$ cat src/rtl/memory_map_pkg.sv
// Shared constants for the CPU memory-map controller: default mapache64 map,
// default wait-state table and FSM state encoding.
package memory_map_pkg;

  localparam int MM_ADDR_W      = 16;
  localparam int MM_NUM_REGIONS = 8;
  localparam int MM_WAIT_W      = 4;

  localparam int REG_RAM   = 0;
  localparam int REG_VRAM  = 1;
  localparam int REG_FW    = 2;
  localparam int REG_IO0   = 3;
  localparam int REG_IO1   = 4;
  localparam int REG_IO2   = 5;
  localparam int REG_IO3   = 6;
  localparam int REG_ROM   = 7;

  // Region 0 sits in the least significant slice.
  localparam logic [MM_NUM_REGIONS*MM_ADDR_W-1:0] DEFAULT_BASE = {
    16'h8000, 16'h7003, 16'h7002, 16'h7001,
    16'h7000, 16'h4000, 16'h3700, 16'h0000
  };

  localparam logic [MM_NUM_REGIONS*MM_ADDR_W-1:0] DEFAULT_LIMIT = {
    16'hFFFF, 16'h7003, 16'h7002, 16'h7001,
    16'h7000, 16'h6FFF, 16'h3FFF, 16'h36FF
  };

  // RAM fast, VRAM 1, firmware 5, IO regs 2 each, ROM 3.
  localparam logic [MM_NUM_REGIONS*MM_WAIT_W-1:0] DEFAULT_WAIT = {
    4'd3, 4'd2, 4'd2, 4'd2,
    4'd2, 4'd5, 4'd1, 4'd0
  };

  typedef enum logic {
    IDLE = 1'b0,
    WAIT = 1'b1
  } mm_state_e;

endpackage

$ cat src/rtl/memory_map_ctrl_region_match.sv
// Single-region inclusive, unsigned address window comparator.
module region_match #(
  parameter int ADDR_W = 16
) (
  input  logic [ADDR_W-1:0] cpu_address,
  input  logic [ADDR_W-1:0] base,
  input  logic [ADDR_W-1:0] limit,
  output logic              hit
);

  assign hit = (cpu_address >= base) && (cpu_address <= limit);

endmodule

$ cat src/rtl/memory_map_ctrl.sv
// CPU memory-map controller: base/limit decode to one-hot chip selects,
// per-region wait-state insertion via cpu_rdy, saturating miss counter.
module memory_map_ctrl
  import memory_map_pkg::*;
#(
  parameter int ADDR_W      = 16,
  parameter int NUM_REGIONS = 8,
  parameter int WAIT_W      = 4,
  parameter logic [NUM_REGIONS*ADDR_W-1:0] REGION_BASE  = DEFAULT_BASE,
  parameter logic [NUM_REGIONS*ADDR_W-1:0] REGION_LIMIT = DEFAULT_LIMIT,
  parameter logic [NUM_REGIONS*WAIT_W-1:0] REGION_WAIT  = DEFAULT_WAIT,
  parameter int MISS_CNT_W  = 8
) (
  input  logic                   clk,
  input  logic                   rst_n,
  input  logic [ADDR_W-1:0]      cpu_address,
  input  logic                   addr_valid,
  output logic [NUM_REGIONS-1:0] select,
  output logic                   cpu_rdy,
  output logic                   decode_miss,
  output logic [MISS_CNT_W-1:0]  miss_count,
  output logic                   busy
);

  localparam int IDX_W = (NUM_REGIONS > 1) ? $clog2(NUM_REGIONS) : 1;

  logic [NUM_REGIONS-1:0] hit;
  logic                   hit_any;
  logic [IDX_W-1:0]       hit_idx;
  logic [WAIT_W-1:0]      hit_wait;

  mm_state_e         state, state_n;
  logic [WAIT_W-1:0] cnt, cnt_n;
  logic [IDX_W-1:0]  lat_idx, lat_idx_n;
  logic              miss_set;
  logic              access;

  for (genvar i = 0; i < NUM_REGIONS; i++) begin : g_region
    region_match #(.ADDR_W(ADDR_W)) u_match (
      .cpu_address (cpu_address),
      .base        (REGION_BASE[i*ADDR_W +: ADDR_W]),
      .limit       (REGION_LIMIT[i*ADDR_W +: ADDR_W]),
      .hit         (hit[i])
    );
  end

  // Scan high to low so the lowest matching index is the one left standing.
  always_comb begin
    hit_any = 1'b0;
    hit_idx = '0;
    for (int i = NUM_REGIONS - 1; i >= 0; i--) begin
      if (hit[i]) begin
        hit_any = 1'b1;
        hit_idx = IDX_W'(i);
      end
    end
  end

  assign hit_wait = REGION_WAIT[hit_idx*WAIT_W +: WAIT_W];

  // Gating with rst_n keeps cpu_rdy high for the whole reset pulse.
  assign access = addr_valid && rst_n;

  always_comb begin
    state_n   = state;
    cnt_n     = cnt;
    lat_idx_n = lat_idx;
    select    = '0;
    cpu_rdy   = 1'b1;
    miss_set  = 1'b0;
    case (state)
      IDLE: begin
        if (hit_any) select[hit_idx] = 1'b1;
        if (access) begin
          if (!hit_any) begin
            miss_set = 1'b1;
          end else if (hit_wait != '0) begin
            cpu_rdy   = 1'b0;
            lat_idx_n = hit_idx;
            cnt_n     = hit_wait - WAIT_W'(1);
            if (hit_wait > WAIT_W'(1)) state_n = WAIT;
          end
        end
      end
      WAIT: begin
        select[lat_idx] = 1'b1;
        if (cnt != '0) begin
          cpu_rdy = 1'b0;
          cnt_n   = cnt - WAIT_W'(1);
        end else begin
          state_n = IDLE;
        end
      end
      default: state_n = IDLE;
    endcase
  end

  always_ff @(posedge clk or negedge rst_n) begin
    if (!rst_n) begin
      state       <= IDLE;
      cnt         <= '0;
      lat_idx     <= '0;
      decode_miss <= 1'b0;
      miss_count  <= '0;
    end else begin
      state       <= state_n;
      cnt         <= cnt_n;
      lat_idx     <= lat_idx_n;
      decode_miss <= miss_set;
      if (miss_set && (miss_count != {MISS_CNT_W{1'b1}}))
        miss_count <= miss_count + MISS_CNT_W'(1);
    end
  end

  assign busy = (state == WAIT);

endmodule

$ cat config.mk
export PLATFORM = sky130hd
export DESIGN_NAME = memory_map_ctrl
export DESIGN_NICKNAME = d
export VERILOG_FILES = /design/src/rtl/memory_map_pkg.sv /design/src/rtl/memory_map_ctrl_region_match.sv /design/src/rtl/memory_map_ctrl.sv
export SDC_FILE = /design/constraint.sdc
export NUM_CORES = 1
export LEC_CHECK = 0
export ABC_AREA = 0
export ABC_CLOCK_PERIOD_IN_PS = 2190
export BUFFER_PORTS_ARGS = -buffer_cell sky130_fd_sc_hd__buf_2
export CORE_MARGIN = 3
export CORE_UTILIZATION = 45
export CTS_BUF_LIST = sky130_fd_sc_hd__clkbuf_2 sky130_fd_sc_hd__clkbuf_4 sky130_fd_sc_hd__clkbuf_8
export CTS_CLUSTER_DIAMETER = 80
export DETAILED_ROUTE_END_ITERATION = 12
export PLACE_DENSITY = 0.86
export SLEW_MARGIN = 20
export SYNTH_ARGS = -nofsm -noshare
export SYNTH_HDL_FRONTEND = slang
export SYNTH_SLANG_ARGS = --single-unit
export TNS_END_PERCENT = 1
$ cat constraint.sdc
create_clock -name clk -period 2.19 [get_ports clk]
set_input_delay 0 -clock clk [delete_from_list [all_inputs] [get_ports clk]]
set_output_delay 0 -clock clk [all_outputs]
set_load 0.02 [all_outputs]
==> impl_metrics.env <==
export IMPL_grt_util_met3=0.0218
export IMPL_fin_crit_ns=2.25
export IMPL_cts_tree="built"
export IMPL_cts_max_level=1
export IMPL_routedWlPerCell_um=15.1
export IMPL_clkSlewWorstSetupHoldPaths_ns=0.10
export IMPL_synth_top_area_cell="dfrtp_1"
export IMPL_initial_core_util=0.495
export IMPL_power_leakage_nw=0.959
export IMPL_final_cell_area_sq_um=1930
export IMPL_grt_pass1_vias=1408
export IMPL_worst_ep_required_time_ns=2.37
export IMPL_violations="negative setup slack"
export IMPL_core_sq_um=2610
export IMPL_grt_use_met1=0.248
export IMPL_ys_top_cells_by_area="dfrtp_1, ha_1, xor2_1"
export IMPL_pwr_share_seq=0.376
export IMPL_yosysSeqAreaShare=0.329
export IMPL_die_width_um=59.6
export IMPL_synth_main_ff_cell="dfrtp_1"
export IMPL_seqCellArea_sq_um=425
export IMPL_final_net_count=242
export IMPL_yosys_top_cells_count="dfrtp_1, nor2_1, nand2_1"
export IMPL_viasPerCell=5.73
export IMPL_routabilityCongestion=0.852
export IMPL_yosys_cell_types_count=44
export IMPL_area_growth_pct=49.2
export IMPL_synth_area_sq_um=1290
export IMPL_tightest_slew_ns=0.401
export IMPL_cts_made_buffers=3
export IMPL_syn_area_per_cell_sq_um=9.31
export IMPL_layout_setup_ws_ns=-0.0565
export IMPL_maxCapViolations=0
export IMPL_path_max_fanout=5
export IMPL_finalHoldViolations=0
export IMPL_synth_top_area_share=0.329
export IMPL_met2_usage=0.429
export IMPL_route_detailed_drc=0
export IMPL_grt_max_degree=19
export IMPL_switching_power_w=0.000487
export IMPL_rsz0062_at_grt="yes"
export IMPL_ir_drop_mv=0.572
export IMPL_routed_wl_um=3720
export IMPL_grt_overflow=0
export IMPL_layout_drive_gt1_share=0.444
export IMPL_powerDensity_nw_per_um2=641
export IMPL_fin_skew_ns=0.00358
export IMPL_intPower_w=0.000750
export IMPL_synth_edf_count=0
export IMPL_fillCellCount=195
export IMPL_placedCellCount=235
export IMPL_clkPwrFrac=0.132
export IMPL_first_pass_iters=4
export IMPL_grt_pass1_wl_um=6170
export IMPL_die_h_um=59.6
export IMPL_switching_share=0.394
export IMPL_rows=18
export IMPL_combPwrFrac=0.492
export IMPL_hp_class="input pin to flip-flop"
export IMPL_place_ws_ns=-0.337
export IMPL_syn_nets=164
export IMPL_drtAntennaViolNets=0
export IMPL_crit_arrival_ns=2.43
export IMPL_cts_root_buf="clkbuf_4"
export IMPL_synth_warning_count=0
export IMPL_dr_total_vias=1410
export IMPL_cts_path_max_buffers=2
export IMPL_dieArea_sq_um=3550
export IMPL_worstSkewPairLatency_ns=0.29
export IMPL_pin_count=38
export IMPL_status="finished, violations left"
export IMPL_start_kind="input pin"
export IMPL_clock_sinks=17
export IMPL_antenna_cells=0
export IMPL_setup_viol=3
export IMPL_period_share=1.03
export IMPL_drv_slew=0
export IMPL_place_hpwl_um=2820
export IMPL_synthArstFlopShare=1.00
export IMPL_worst_setup_path_type="input pin to flip-flop"
export IMPL_antenna_found_initial=0
export IMPL_synthCells=139
export IMPL_slew_headroom=0.730
export IMPL_fin_cells=246
export IMPL_multi_input_area_sq_um=877
export IMPL_track_usage=0.223
export IMPL_synth_seq_cells=17
export IMPL_crit_path_end_kind="flip-flop"
export IMPL_synth_most_common_cell="dfrtp_1"
export IMPL_totalPowerFinal_w=0.00124
export IMPL_io_buffers=37
export IMPL_fmax_mhz=445
export IMPL_drt_initial_drc_count=71
export IMPL_grt_busiest_layer="met2"
export IMPL_placed_area_sq_um=1760
[layer usage]
metal  up-vias  share of wire
li1        679              -
met1       677           0.38
met2        50           0.55
met3         4          0.056
met4         0         0.0094
met5         -              0
[flip-flops by register name, indices dropped and copies added (netlist names)]
signal       cells
lat_idx          3
cnt              4
decode_miss      1
miss_count       8
busy             1
[kinds of logic (layout without fill, tap and decap cells)]
| kind of cell | Yosys count | in the layout | synth area share |
|---|---|---|---|
| multiplexers | 5 | 5 | 0.0454 |
| flip-flops | 17 | 17 | 0.329 |
| adder cells (fa/ha/maj) | 6 | 6 | 0.0580 |
| AND/OR/NAND/NOR | 54 | 54 | 0.248 |
| AO/OA/AOI/OAI | 39 | 39 | 0.236 |
| buffers and inverters | 10 | 87 | 0.0300 |
| XOR/XNOR | 8 | 8 | 0.0542 |
[layout make-up]
cell class                 count  share of cell area
multi-input combinational    112               0.454
tap                           30              0.0194
sequential                    17               0.220
clock inverter                 1             0.00259
inverter                       8              0.0156
clock buffer                   3              0.0117
timing repair buffer          75               0.276
[power groups by stage]
stage                     combinational [W]  clock (W)  sequential (W)
after floorplan                    0.000336          0        0.000480
after global placement             0.000535          0        0.000462
after detailed placement           0.000553          0        0.000465
after CTS                          0.000583   0.000169        0.000461
after global routing               0.000671   0.000177        0.000478
final                              0.000609   0.000163        0.000465
[per-stage QoR]
stage / TNS, ns / util / hold WS (ns)
2_1_floorplan: -1.36 / - / -0.296
3_3_place_gp: -1.46 / 0.673 / -0.0103
3_5_place_dp: -2.24 / 0.673 / 0.00204
4_1_cts: -0.0980 / 0.724 / 0.182
5_1_grt: -0.526 / 0.739 / 0.217
6_report: -0.110 / 0.739 / 0.196
[final timing paths]
check	endpoint	start	cells past startpoint	slack, ns
min in group asynchronous	busy$_DFF_PN0_	rst_n	3	0.22
worst min-delay path	decode_miss$_DFF_PN0_	cpu_address[15]	4	0.20
worst max-delay path	lat_idx[1]$_DFFE_PN0P_	cpu_address[3]	11	-0.06
max in group asynchronous	cnt[1]$_DFFE_PN0P_	rst_n	3	1.78
worst max register to register	miss_count[1]$_DFFE_PN0P_	miss_count[0]$_DFFE_PN0P_	4	0.56
worst min register to register	miss_count[7]$_DFFE_PN0P_	miss_count[7]$_DFFE_PN0P_	1	0.50
[critical path, cell delays in order]
cell	delay (ns)
buf_6	0.10
nor4_4	0.28
nand3_1	0.16
o31a_1	0.36
ha_1	0.31
o21a_1	0.21
ha_4	0.18
buf_12	0.12
a211oi_4	0.26
buf_6	0.16
mux2_4	0.29
[placed cells by master, fill, tap and decap left out, types with 3 or more instances in the layout]
| cell | Yosys | routed |
|---|---|---|
| nand4_1 | 3 | 3 |
| nor3_1 | 8 | 8 |
| xor2_1 | 7 | 7 |
| nand2b_1 | 4 | 4 |
| inv_1 | 8 | 6 |
| buf_2 | 1 | 31 |
| nor2_1 | 11 | 11 |
| a21oi_1 | 8 | 8 |
| a31oi_1 | 3 | 3 |
| buf_4 | 0 | 33 |
| ha_1 | 6 | 4 |
| nand3_1 | 8 | 8 |
| clkbuf_4 | 0 | 3 |
| buf_6 | 0 | 8 |
| dfrtp_1 | 17 | 17 |
| nand2_1 | 10 | 10 |
| o22ai_1 | 4 | 4 |
| o21ai_0 | 6 | 5 |
[what timing repair did]
action / in CTS / in global routing
pin swaps: 8 / 7
hold buffers: 2 / 0
buffers inserted: 4 / 2
gates resized for setup: 11 / 3
hold endpoints to repair: 18 / 0
endpoints found under the setup margin: 4 / 6
Note: power is estimated with default switching activity, not from simulation.
